===== src/rtl/bsg_dff_share_arb.sv =====
// Single holding register shared by several requesters through a round-robin arbiter.
// Accepts a new entry in the same cycle the held entry is consumed downstream.
module bsg_dff_share_arb #(
  parameter int unsigned width_p       = 84,
  parameter int unsigned num_req_p     = 2,
  localparam int unsigned lg_num_req_lp = (num_req_p <= 2) ? 1 : $clog2(num_req_p)
) (
  input  logic                           clk_i,
  input  logic                           reset_n_i,
  input  logic [num_req_p-1:0]           v_i,
  input  logic [num_req_p*width_p-1:0]   data_i,
  output logic [num_req_p-1:0]           yumi_o,
  output logic                           v_o,
  output logic [width_p-1:0]             data_o,
  output logic [lg_num_req_lp-1:0]       id_o,
  input  logic                           yumi_i,
  output logic [15:0]                    count_o
);

  logic                     v_q, v_d;
  logic [width_p-1:0]       data_q, data_d;
  logic [lg_num_req_lp-1:0] id_q, id_d;
  logic [lg_num_req_lp-1:0] last_q, last_d;
  logic [15:0]              count_q, count_d;

  logic                     any_v;
  logic [lg_num_req_lp-1:0] winner;
  logic                     can_accept;
  logic                     accept;
  int unsigned              dist_c;
  int unsigned              best_c;

  // Winner is the valid requester at the smallest rotational distance after last_q.
  always_comb begin
    any_v  = 1'b0;
    winner = '0;
    dist_c = 0;
    best_c = num_req_p;
    for (int unsigned r = 0; r < num_req_p; r++) begin
      dist_c = (r + num_req_p - int'(last_q) - 1) % num_req_p;
      if (v_i[r] && (dist_c < best_c)) begin
        best_c = dist_c;
        winner = lg_num_req_lp'(r);
        any_v  = 1'b1;
      end
    end
  end

  assign can_accept = ~v_q | yumi_i;
  // Gated by reset so no grant escapes while the block is held in reset.
  assign accept     = reset_n_i & any_v & can_accept;

  always_comb begin
    yumi_o = '0;
    for (int unsigned r = 0; r < num_req_p; r++) begin
      yumi_o[r] = accept && (winner == lg_num_req_lp'(r));
    end
  end

  always_comb begin
    v_d     = v_q;
    data_d  = data_q;
    id_d    = id_q;
    last_d  = last_q;
    count_d = count_q;
    if (accept) begin
      v_d     = 1'b1;
      data_d  = data_i[int'(winner)*width_p +: width_p];
      id_d    = winner;
      last_d  = winner;
      count_d = count_q + 16'd1;
    end else if (yumi_i && v_q) begin
      v_d = 1'b0;
    end
  end

  always_ff @(posedge clk_i or negedge reset_n_i) begin
    if (!reset_n_i) begin
      v_q     <= 1'b0;
      data_q  <= '0;
      id_q    <= '0;
      last_q  <= lg_num_req_lp'(num_req_p - 1);
      count_q <= '0;
    end else begin
      v_q     <= v_d;
      data_q  <= data_d;
      id_q    <= id_d;
      last_q  <= last_d;
      count_q <= count_d;
    end
  end

  assign v_o     = v_q;
  assign data_o  = data_q;
  assign id_o    = id_q;
  assign count_o = count_q;

  a_yumi_onehot: assert property (@(posedge clk_i) disable iff (!reset_n_i) $onehot0(yumi_o));
  a_id_range: assert property (@(posedge clk_i) disable iff (!reset_n_i)
                               int'(id_q) < num_req_p);
  a_no_grant_when_full: assert property (@(posedge clk_i) disable iff (!reset_n_i)
                                         (v_q && !yumi_i) |-> (yumi_o == '0));

endmodule


===== config.mk =====
export PLATFORM = sky130hd
export DESIGN_NAME = bsg_dff_share_arb
export DESIGN_NICKNAME = d
export VERILOG_FILES = /design/src/rtl/bsg_dff_share_arb.sv
export SDC_FILE = /design/constraint.sdc
export NUM_CORES = 1
export LEC_CHECK = 0
export CAP_MARGIN = 20
export CORE_MARGIN = 2
export CORE_UTILIZATION = 40
export CTS_CLUSTER_SIZE = 16
export DETAILED_ROUTE_END_ITERATION = 7
export PLACE_DENSITY = 0.89
export SKIP_LAST_GASP = 1
export SYNTH_ARGS = -nofsm -noshare
export SYNTH_HDL_FRONTEND = slang
export SYNTH_SLANG_ARGS = --single-unit

===== constraint.sdc =====
create_clock -name clk_i -period 1.7 [get_ports clk_i]
set_input_delay 0.34 -clock clk_i [delete_from_list [all_inputs] [get_ports clk_i]]
set_output_delay 0.34 -clock clk_i [all_outputs]
set_load 0.02 [all_outputs]

==> results of run 1 <==
repair_timing:
item,in CTS,in global routing
cloned,1,0
setup endpoints to repair,89,38
hold buffers,0,0
pin swaps,2,0
resized for setup,37,35
worst max-delay path by stage:
stage / endpoint / slack, ns / cells past startpoint
global placement: yumi_o[1] / -0.52 / 5
detailed placement: yumi_o[1] / -0.57 / 5
global route: yumi_o[1] / -0.03 / 4
finish: yumi_o[1] / 0.01 / 5
CTS: count_o[15] / 0.002 / 1
floorplan: yumi_o[0] / 0.05 / 5
power breakdown:
part           leakage [nW]  switching (mW)  internal (mW)
logic                  2.65            1.44           1.47
registers              1.29           0.315           2.88
clock network         0.162           0.920           1.44
registers in the layout, summed over array words and instances (netlist names):
name and flops:
v_o 1, id_o 1, data_o 84, last_q 1, count_o 16
synthesized netlist by cell type (3+ instances only):
| cell | n | area (sq um) |
|---|---|---|
| nand2_2 | 40 | 250 |
| mux2i_1 | 84 | 841 |
| o21ai_1 | 44 | 220 |
| buf_2 | 9 | 45.0 |
| nand4_1 | 7 | 43.8 |
| buf_12 | 10 | 200 |
| buf_8 | 3 | 45.0 |
| dfrtp_1 | 102 | 2550 |
| nand3_1 | 5 | 25.0 |
| xnor2_1 | 13 | 114 |
| nand2_1 | 53 | 199 |
| o21ai_2 | 41 | 359 |
| buf_4 | 3 | 22.5 |
| clkbuf_4 | 3 | 22.5 |
| nor2_1 | 4 | 15.0 |
layer usage:
metal,share of wire [%],vias to the layer above,track usage (%),wire [um]
li1,-,2080,-,-
met1,38,2040,23.7,5440
met2,54,173,38.2,7720
met3,7.2,15,6.32,1030
met4,1.1,0,5.27,154
met5,0,-,0,0
cell type report:
type	instances	area [sq um]	share of cell area, %
Timing Repair Buffer	294	3040	36.2
Sequential cell	103	2580	30.7
Multi-Input combinational cell	308	2220	26.5
Clock buffer	9	225	2.68
Tap cell	172	215	2.56
Clock inverter	7	119	1.42
stage by stage:
stage | area (sq um) | power [mW] | instances | util [%] | setup slack, ns
after floorplan | 5140 | 4.70 | 441 | - | 0.0504
after global placement | 7950 | 6.14 | 876 | 63.3 | -0.523
after global routing | 8400 | 8.90 | 893 | 66.8 | -0.0343
after CTS | 8310 | 8.58 | 893 | 66.1 | 0.00191
final | 8400 | 8.47 | 893 | 66.8 | 0.0115
after detailed placement | 7950 | 6.24 | 876 | 63.3 | -0.571
kinds of logic after synthesis:
| family | count (synthesis) | share of synthesized area [%] |
|---|---|---|
| simple gates | 119 | 11.9 |
| flops | 103 | 50.1 |
| compound gates | 89 | 12.0 |
| mux | 84 | 16.4 |
| buf+inv | 30 | 6.84 |
| xor+xnor | 15 | 2.55 |
| fa+ha+maj | 1 | 0.243 |
layout by cell type (no fill, tap or decap), types with 3 or more instances in the layout:
| cell type | count |
|---|---|
| buf_4 | 14 |
| bufinv_16 | 3 |
| clkbuf_16 | 9 |
| clkdlybuf4s50_1 | 215 |
| dfrtp_1 | 102 |
| dlygate4sd2_1 | 24 |
| dlymetal6s2s_1 | 34 |
| mux2i_1 | 84 |
| nand2_1 | 53 |
| nand2_2 | 40 |
| nand3_1 | 5 |
| nand4_1 | 7 |
| nor2_1 | 3 |
| o21ai_1 | 44 |
| o21ai_2 | 41 |
| xnor2_1 | 13 |
worst min-delay path: stages:
cell and delay (ns):
buf_4 0.09, buf_4 0.12, buf_4 0.52
==> flow_results.org, run 1 <==
** Clocking
- Maximum level of the CTS H-tree :: 3
- Number of clock sinks :: 103
- For the worst-skew pair, the clock arrives at the later sink with an insertion delay of 0.34 ns.
- Clock root buffer master :: clkbuf_16
- Setup Fix Bufs, Post-CTS :: 0
- Maximum count of clock buffers along a single path :: 2
- Clock transition at the registers of the reported paths :: 0.07 ns
- Number of buffers created by CTS :: 9
- TritonCTS built the clock tree.

** Critical path
- The worst register-to-register path has a depth of 5.
- The worst setup path is launched from an input port.
- CP Data Required Time :: 1.36 ns
- By startpoint and endpoint, the worst setup path is classified as input port to output pin.
- Source of the worst register-to-register timing path :: last_q
- Critical Path End Type :: output pin
- Along the worst path, the maximum fanout reaches 2.
- On the worst path, the slowest cell contributes a delay of 0.42 ns.
- Across all register-to-register paths, the minimum setup slack is 0.12 ns.
- Crit path max-delay cell type :: clkdlybuf4s50_1
- Destination of the worst register-to-register timing path :: data_o[8]
- Launching instance or port of the critical path :: yumi_i
- In this design, the largest share of critical-path delay is due to buffers and inverters.
- Counting both buffers and inverters, the worst setup path holds a total of 2.
- Cells traversed along the worst timing path :: clkdlybuf4s50_1, nor2b_1, nor2_2, and2_4, buf_4
- Arrival time of the worst setup path :: 1.35 ns

** Placement
- At the end of routability-driven placement, the weighted congestion stood at 0.884.
- Port Buffers :: 276
- Post-DP HPWL :: 10.9 mm

** Status
- Outcome :: finished, final reports clean

** Yosys
- A synthesized cell averages 11.7 sq um.
- For this run, the number of Yosys warnings is 0.
- Number of synthesized flops with an enable pin :: 0
- Synthesis handed over a netlist of 441 instances.
- In the synthesized netlist the async set-or-reset flop fraction comes to 100%.
- In this run, synthesis produced a sequential element count of 103.
- After synthesis the cells add up to 5140 sq um.
- Seq/Total Area, Yosys :: 50.1%
- Synthesis instantiated 31 different standard cells from the library.
- Primary flip-flop cell chosen by synthesis mapping :: dfrtp_1
- Post-Synthesis Net Count :: 615

** Power and ir drop
- Cell Pwr Density :: 1010 nW/um^2
- In this run the static leakage power is 4.10 nW.
- Maximum VDD drop :: 693 uV

** Timing
- The tightest hold path in the finished design has a slack of 0.248 ns.
- Shortest period the worst path allows :: 1.69 ns
- The worst pin sits at a relative slew slack of 55.4%.
- Unrepaired setup endpoints after global routing :: true
- Dividing the final minimum period by the clock period gives 99.3%.
- Sum Neg Setup Slack :: 0 ns
- Maximum clock rate :: 592 MHz
- For the pin with the worst max-slew slack, the measured transition is 0.670 ns.
- Final hold violation count :: 0
- Count of final max-slew check failures :: 0
- Clock skew on the completed layout was measured at 0.00617 ns.
- Setup violations remaining at the end of the flow were counted as 0.

** Layout
- Of the cells placed in the final design, the portion with a size suffix greater than 1 is 17.2%.
- Fill cells in the final layout number 977.
- At the end of the flow, the number of nets in the layout was 890.
- 0 antenna diodes ended up in the layout.
- Synth-to-layout area growth :: 63.3%

** Global routing
- The via count of the first global-routing pass came to 4544.
- The initial antenna violation count came to 0.
- Total global routing overflow :: 0
- Global Route Usage Sum :: 20.9%
- Maximum number of pins on one net before global-route repair :: 91
- The first global-routing pass estimated 23.1 mm of wire.

** Detailed routing
- Dividing the detail-routed wire length by the instance count gives 16.1 um.
- Before antenna repair, the detailed router went through 6 iterations.
- Via-to-Cell Ratio :: 4.82
- For this run, design rule violations remaining after detail routing come to 0.
- First-iteration detailed-routing DRC count :: 225
- Detailed-route wire length :: 14.3 mm
- Total via count after detailed routing :: 4308
- The detail route stage leaves a number of antenna-violating nets equal to 0.

** Run
- Max-cap viol count :: 0

** Floorplanning
- For this configuration, the core starts out at a cell density of 40.9%.
- In this run the vertical extent of the chip is 117 um.
- Floorplan die width :: 117 um
- The region available for standard cell placement spans 12600 sq um.
- The die covers 13800 sq um.
- Top Ports :: 277
- Number of cell rows :: 41

** Min path
- The worst hold path belongs to the class input port to async pin.
(Power assumes the default switching activity.)
==> run 2: changes to the inputs <==
Clock period 1.7 ns to 1.65 ns, I/O delays scaled along.
==> run 2 against run 1 <==
The flow now finishes with violations (negative setup slack); core utilization down 0.88 points; flip-flop and latch count unchanged; critical path depth unchanged; die area unchanged; total power down 2.6%; sequential share of layout area up 0.41 points; worst hold slack worse by 0.0096 ns; register-to-register slack worse by 0.06 ns; first-iteration DRC count down 6.7%; setup slack worse by 0.019 ns; combinational power down 3%; clock skew down 0.00081 ns.
==> flow_results.org, run 2 (synthesis gave the netlist of run 1 again) <==
** Floorplanning
- Number of cell rows :: 41
- Die extent in y :: 117 um
- The floorplan step defined a die boundary enclosing 13800 sq um.
- Core Area :: 12600 sq um
- Initial core utilization :: 40.9%
- Floorplan die width :: 117 um
- Top Ports :: 277

** Detailed routing
- Detailed-route wire length :: 14.5 mm
- Wire per inst :: 16.2 um
- First-iteration detailed-routing DRC count :: 210
- Detailed routing inserted a total of 4322 vias.
- First-pass iteration count of the detailed router :: 4
- In this run the remaining antenna-violating nets after routing total 0.
- Via-to-Cell Ratio :: 4.82
- In the routed design, unresolved DRC markers number 0.

** Timing
- Sum Neg Setup Slack :: -0.00755 ns
- The worst path in the final design needs a cycle of 1.66 ns, including I/O delays and setup.
- Setup ws final :: -0.00755 ns
- Post-Route Skew :: 0.00537 ns
- The count of pins over their slew limit is 0.
- In this run the tightest slew margin relative to its limit is 56.4%.
- After layout, the worst path uses 100% of the clock period.
- Maximum clock rate :: 603 MHz
- The tightest hold path in the finished design has a slack of 0.238 ns.
- Measured slew at the worst slew-check pin :: 0.654 ns
- The count of final hold-check violations came to 0.
- Setup repair after global routing could not meet its margin everywhere.
- Setup violations remaining at the end of the flow were counted as 1.

** Layout
- Synth-to-layout area growth :: 61.2%
- Cells with a size suffix above 1 make up 17.9% of the layout.
- Most common cell after layout, fill and taps aside :: clkdlybuf4s50_1
- Share of the core filled with cells :: 66.0%
- In the layout the commonest cells are 173 x clkdlybuf4s50_1, 102 x dfrtp_1, 84 x mux2i_1.
- Flip-flop count of the largest register, all copies and words added :: 84
- Finished layout cell area :: 8290 sq um
- 0 antenna diodes ended up in the layout.
- Filler Cell Count :: 969
- NumNets Final :: 894
- The finished layout holds 897 standard cells, fillers aside.

** Critical path
- Arrival time of the worst setup path :: 1.33 ns
- STA puts the critical path data required time at 1.32 ns.
- Of all nets on the critical path, the largest fanout is 2.
- Type of the worst setup path :: input port to output pin
- Critical Path End Type :: output pin
- Element type at the critical path start :: input port

** Global routing
- Global Route Usage Sum :: 20.7%
- Number of global-route vias before repair :: 4554
- The first global-routing pass estimated 23.0 mm of wire.
- Maximum number of pins on one net before global-route repair :: 91
- Total global routing overflow :: 0
- The initial antenna violation count is 0.

** Clocking
- Maximum level of the CTS H-tree :: 3
- Number of buffers created by CTS :: 9
- Counting along the longest clock path gives a buffer depth of 2.
- Clock root buffer master :: clkbuf_16
- The clock drives 103 sinks.
- After clock tree synthesis, the clock-pin slew on the worst setup and hold paths is 0.07 ns.
- Insertion delay of the later-clocked pin in the worst-skew pair :: 0.34 ns
- TritonCTS built the clock tree.
- Number of buffers inserted by hold repair at cts :: 0

** Power and ir drop
- Maximum VDD drop :: 614 uV
- Cell Pwr Density :: 995 nW/um^2
- In this run the static leakage power is 4.05 nW.
- Power consumption :: 8.25 mW

** Min path
- Type of the most critical hold path :: input port to async pin

** Placement
- In this run the tool buffered the top-level ports with 276 buffer cells.
- Post-Place Cell Area :: 7940 sq um
- Place WS :: -0.617 ns
- The number of placed instances, taps included, is 875.
- Routability-driven placement finished with a final weighted congestion of 0.885.
- Post-DP HPWL :: 10.9 mm

** Run
- Max-cap viol count :: 0

** Status
- Outcome :: complete, but fails checks
- Violated checks :: negative setup slack
run 2: path summary, 6_finish.rpt:
check | startpoint | slack, ns | to | cells past startpoint
max | yumi_i | -0.008 | yumi_o[1] | 5
min | reset_n_i | 0.24 | id_o | 3
max reg2reg | last_q | 0.06 | data_o[30] | 5
min reg2reg | data_o[71] | 0.47 | data_o[71] | 2
max in group asynchronous | reset_n_i | 0.96 | data_o[80] | 3
min in group clk_i | reset_n_i | 0.38 | v_o | 4
run 2: final cells by class:
class	count	area, sq um	area share (%)
repair buffers	298	2970	35.8
multi-input cells	308	2230	26.9
flip-flops and latches	103	2580	31.1
clock inverters	6	60.1	0.725
clock buffers	10	239	2.88
well taps	172	215	2.60
run 2: repair_timing:
action,CTS,global route
buffers inserted,2,2
endpoints found under the setup margin,159,92
gates resized for setup,91,25
pin swaps,1,0
cloned,0,2
run 2: worst max-delay path, cell delays in order:
cell and delay [ns]:
clkdlybuf4s50_1 0.51, nor2b_2 0.07, nor2_2 0.12, and2_4 0.16
buf_4 0.13
run 2: routing by layer:
layer | vias up | wire [um] | global-route usage (%)
met2 | 194 | 7580 | 37.5
met5 | - | 0 | 0
li1 | 2091 | - | -
met1 | 2010 | 5600 | 23.3
met4 | 0 | 289 | 6.93
met3 | 27 | 1020 | 5.74
run 2: power breakdown:
| part | leakage, nW | internal (mW) | total (mW) | switching (mW) |
|---|---|---|---|---|
| sequential | 1.29 | 2.97 | 3.31 | 0.336 |
| clock | 0.144 | 1.21 | 2.12 | 0.915 |
| combinational | 2.62 | 1.34 | 2.82 | 1.47 |
==> run 3: changes to the inputs <==
Settings changed: CELL_PAD_IN_SITES_DETAIL_PLACEMENT from default to 0, CELL_PAD_IN_SITES_GLOBAL_PLACEMENT from default to 2, CORE_UTILIZATION 40 to 23, PLACE_DENSITY 0.89 to 0.87.
==> run 3 against run 2 <==
The run now ends clean; critical path depth shrank 1; combinational power is essentially flat; final cell count is 13% higher; die area is 71% higher; first-iteration DRC count fell by 43%; final area is 2.0% higher; critical endpoint is now yumi_o[0]; largest power group unchanged; highest routed layer unchanged.
==> flow_results.org, run 3 (synthesis gave the netlist of run 1 again) <==
** Power and ir drop
- Sw Pwr :: 2.75 mW
- Cell Pwr Density :: 976 nW/um^2
- The completed layout was analyzed and its total power is 8.25 mW.
- Switching power share of the total :: 33.3%
- Leak Pwr :: 3.95 nW
- The share of total power dissipated in sequential elements is 39.9%.
- The worst-case IR drop observed on VDD is 448 uV.
- Relative contribution of combinational cells to total power :: 34.0%
- Internal power :: 5.50 mW
- Clock share of power :: 26.1%

** Timing
- Worst slew slack as a fraction of its limit :: 60.0%
- Setup repair after global routing could not meet its margin everywhere.
- Derived from the worst setup path, the maximum achievable clock frequency is 614 MHz.
- Shortest period the worst path allows :: 1.63 ns
- Final hold violation count :: 0
- The count of pins over their slew limit came to 0.
- At the pin with the least slew margin, the transition time is 0.600 ns.
- Final count of negative-setup-slack endpoints :: 0
- Post-Route Skew :: 0.00771 ns
- Fin crit share :: 98.7%

** Critical path
- Launching instance or port of the critical path :: last_q
- Type of the worst setup path :: flop to output pin
- In this run the worst path has a maximum fanout of 3.
- Arrival time of the worst setup path :: 1.30 ns
- CP peak stage delay :: 0.57 ns
- The critical path goes through a21boi_4, buf_6, nor2_4, buf_6.
- Buf+Inv Stages, Crit Path :: 2
- The startpoint identified for the worst register-to-register timing path is last_q.
- Category of cells accounting for the largest share of critical-path delay :: flip-flops
- Most common cell type on the critical path :: buf_6
- The largest individual stage delay along the critical path comes from the cell dfstp_2.
- STA classifies the critical path startpoint as a flop.
- Critical Path End Type :: output pin
- STA puts the critical path data required time at 1.32 ns.

** Clocking
- TritonCTS built the clock tree.
- In this run the number of H-tree levels came out at 3.
- Insertion delay of the later-clocked pin in the worst-skew pair :: 0.34 ns
- Clock transition at the registers of the reported paths :: 0.07 ns
- Clock root buffer master :: clkbuf_16
- Number of buffers inserted by hold repair at cts :: 0
- Maximum count of clock buffers along a single path :: 2
- Number of buffers created by CTS :: 9
- The clock drives 103 sinks.

** Floorplanning
- Row generation in the floorplan step produced 54 rows.
- Core Area :: 21900 sq um
- Die extent in y :: 154 um
- Area enclosed by the die boundary :: 23600 sq um
- Once the floorplan was initialized, standard cells occupied 23.5% of the core.
- The floorplan step set the die width to 154 um.
- Top Ports :: 277

** Global routing
- The first global-routing pass estimated 24.5 mm of wire.
- Entering global routing, the biggest net connects 104 pins.
- Global Route Usage Sum :: 13.1%
- Number of global-route vias before repair :: 4346
- Initial antenna violation count :: 0
- Total global routing overflow :: 0

** Layout
- Relative to the synthesized area, the layout overhead comes to 64.5%.
- Commonest cells after routing, fill and taps aside :: 170 x clkdlybuf4s50_1, 102 x dfrtp_1, 100 x dlygate4sd2_1
- Fin cells :: 1011
- Most common cell after layout, fill and taps aside :: clkdlybuf4s50_1
- At the end of the flow, the number of nets in the layout was 902.
- In the final layout, the share of cells above drive strength 1 is 18.6%.
- 0 antenna diodes ended up in the layout.
- The register with the most flip-flops in the layout has 84 of them.

** Detailed routing
- Via-to-Cell Ratio :: 4.14
- The routed layout has 4183 vias.
- The first routing iteration left 119 violations.
- Once detail routing completed, the nets flagged for antenna violations numbered 0.
- After detailed routing, the total wire length is 15.3 mm.
- Wire per inst :: 15.1 um
- First-pass iteration count of the detailed router :: 4
- Residual DRC count :: 0

** Run
- Max-cap viol count :: 0

** Placement
- Once detailed placement completed, the half-perimeter wirelength came to 11.7 mm.
- Port Buffers :: 276
- Gpl congestion :: 0.727
- Cell Count Post-Placement :: 994

** Min path
- Type of the most critical hold path :: input port to async pin

** Status
- The run finished with clean final reports.
[run 3: cell types whose count changed in the layout (fill, tap and decap cells not counted), moves of 2 or more]
| cell | before | now |
|---|---|---|
| buf_12 | 2 | 10 |
| buf_16 | 2 | 0 |
| buf_6 | 0 | 3 |
| clkbuf_16 | 11 | 9 |
| clkdlybuf4s50_1 | 173 | 170 |
| clkinv_2 | 3 | 0 |
| dlygate4sd2_1 | 81 | 100 |
| dlymetal6s2s_1 | 19 | 3 |
[run 3: layer usage]
layer	GRT usage, %	routed length [um]	part of all wire, %	up-vias
met1	16.7	6490	42	1910
li1	-	-	-	2106
met4	5.64	393	2.6	0
met5	0	0	0	-
met2	21.8	7570	49	145
met3	2.68	846	5.5	22
[run 3: tightest hold or removal path, delay by kind of cell]
kind                   cells  cell delay [ns]
buffers and inverters      3             0.65
[run 3: area by class of cell]
cell class	count	area, sq um
sequential	103	2580
clock buffer	11	243
multi-input combinational	308	2240
timing repair buffer	306	3000
clock inverter	3	45.0
fill	2246	13400
tap	280	350
[run 3: path summary, 6_finish.rpt]
path                         endpoint  slack [ns]  cells after the start
setup / recovery            yumi_o[0]        0.02                      4
hold / removal             count_o[3]        0.18                      3
setup reg to reg           data_o[27]        0.09                      6
hold reg to reg            data_o[64]        0.47                      2
max in group asynchronous  data_o[49]        0.99                      3
min in group clk_i                v_o        0.37                      4
[run 3: what timing repair did]
action | CTS | global route
resized for setup | 109 | 8
pin swaps | 2 | 2
setup buffers | 2 | 1
cloned | 0 | 0
setup endpoints to repair | 101 | 5
[run 3: per-stage QoR]
stage          setup slack [ns]  hold WS [ns]  instance area [sq um]  utilization [%]  TNS (ns)
2_1_floorplan            0.0104        0.0344                   5140                -         0
3_3_place_gp             -0.522         0.462                   8230             37.6    -27.43
3_5_place_dp             -0.553         0.467                   8230             37.6    -29.65
4_1_cts                 -0.0343         0.223                   8430             38.5   -0.0343
5_1_grt                 -0.0503         0.257                   8460             38.6    -0.152
6_report                 0.0206         0.179                   8460             38.6         0
[run 3: power by group through the flow]
stage | Sequential (mW) | Clock [mW] | Combinational (mW)
after global placement | 3.35 | 0 | 3.13
final | 3.29 | 2.15 | 2.81
after floorplan | 3.87 | 0 | 0.972
after CTS | 3.30 | 2.26 | 2.86
after detailed placement | 3.36 | 0 | 3.14
after global routing | 3.37 | 2.36 | 3.04
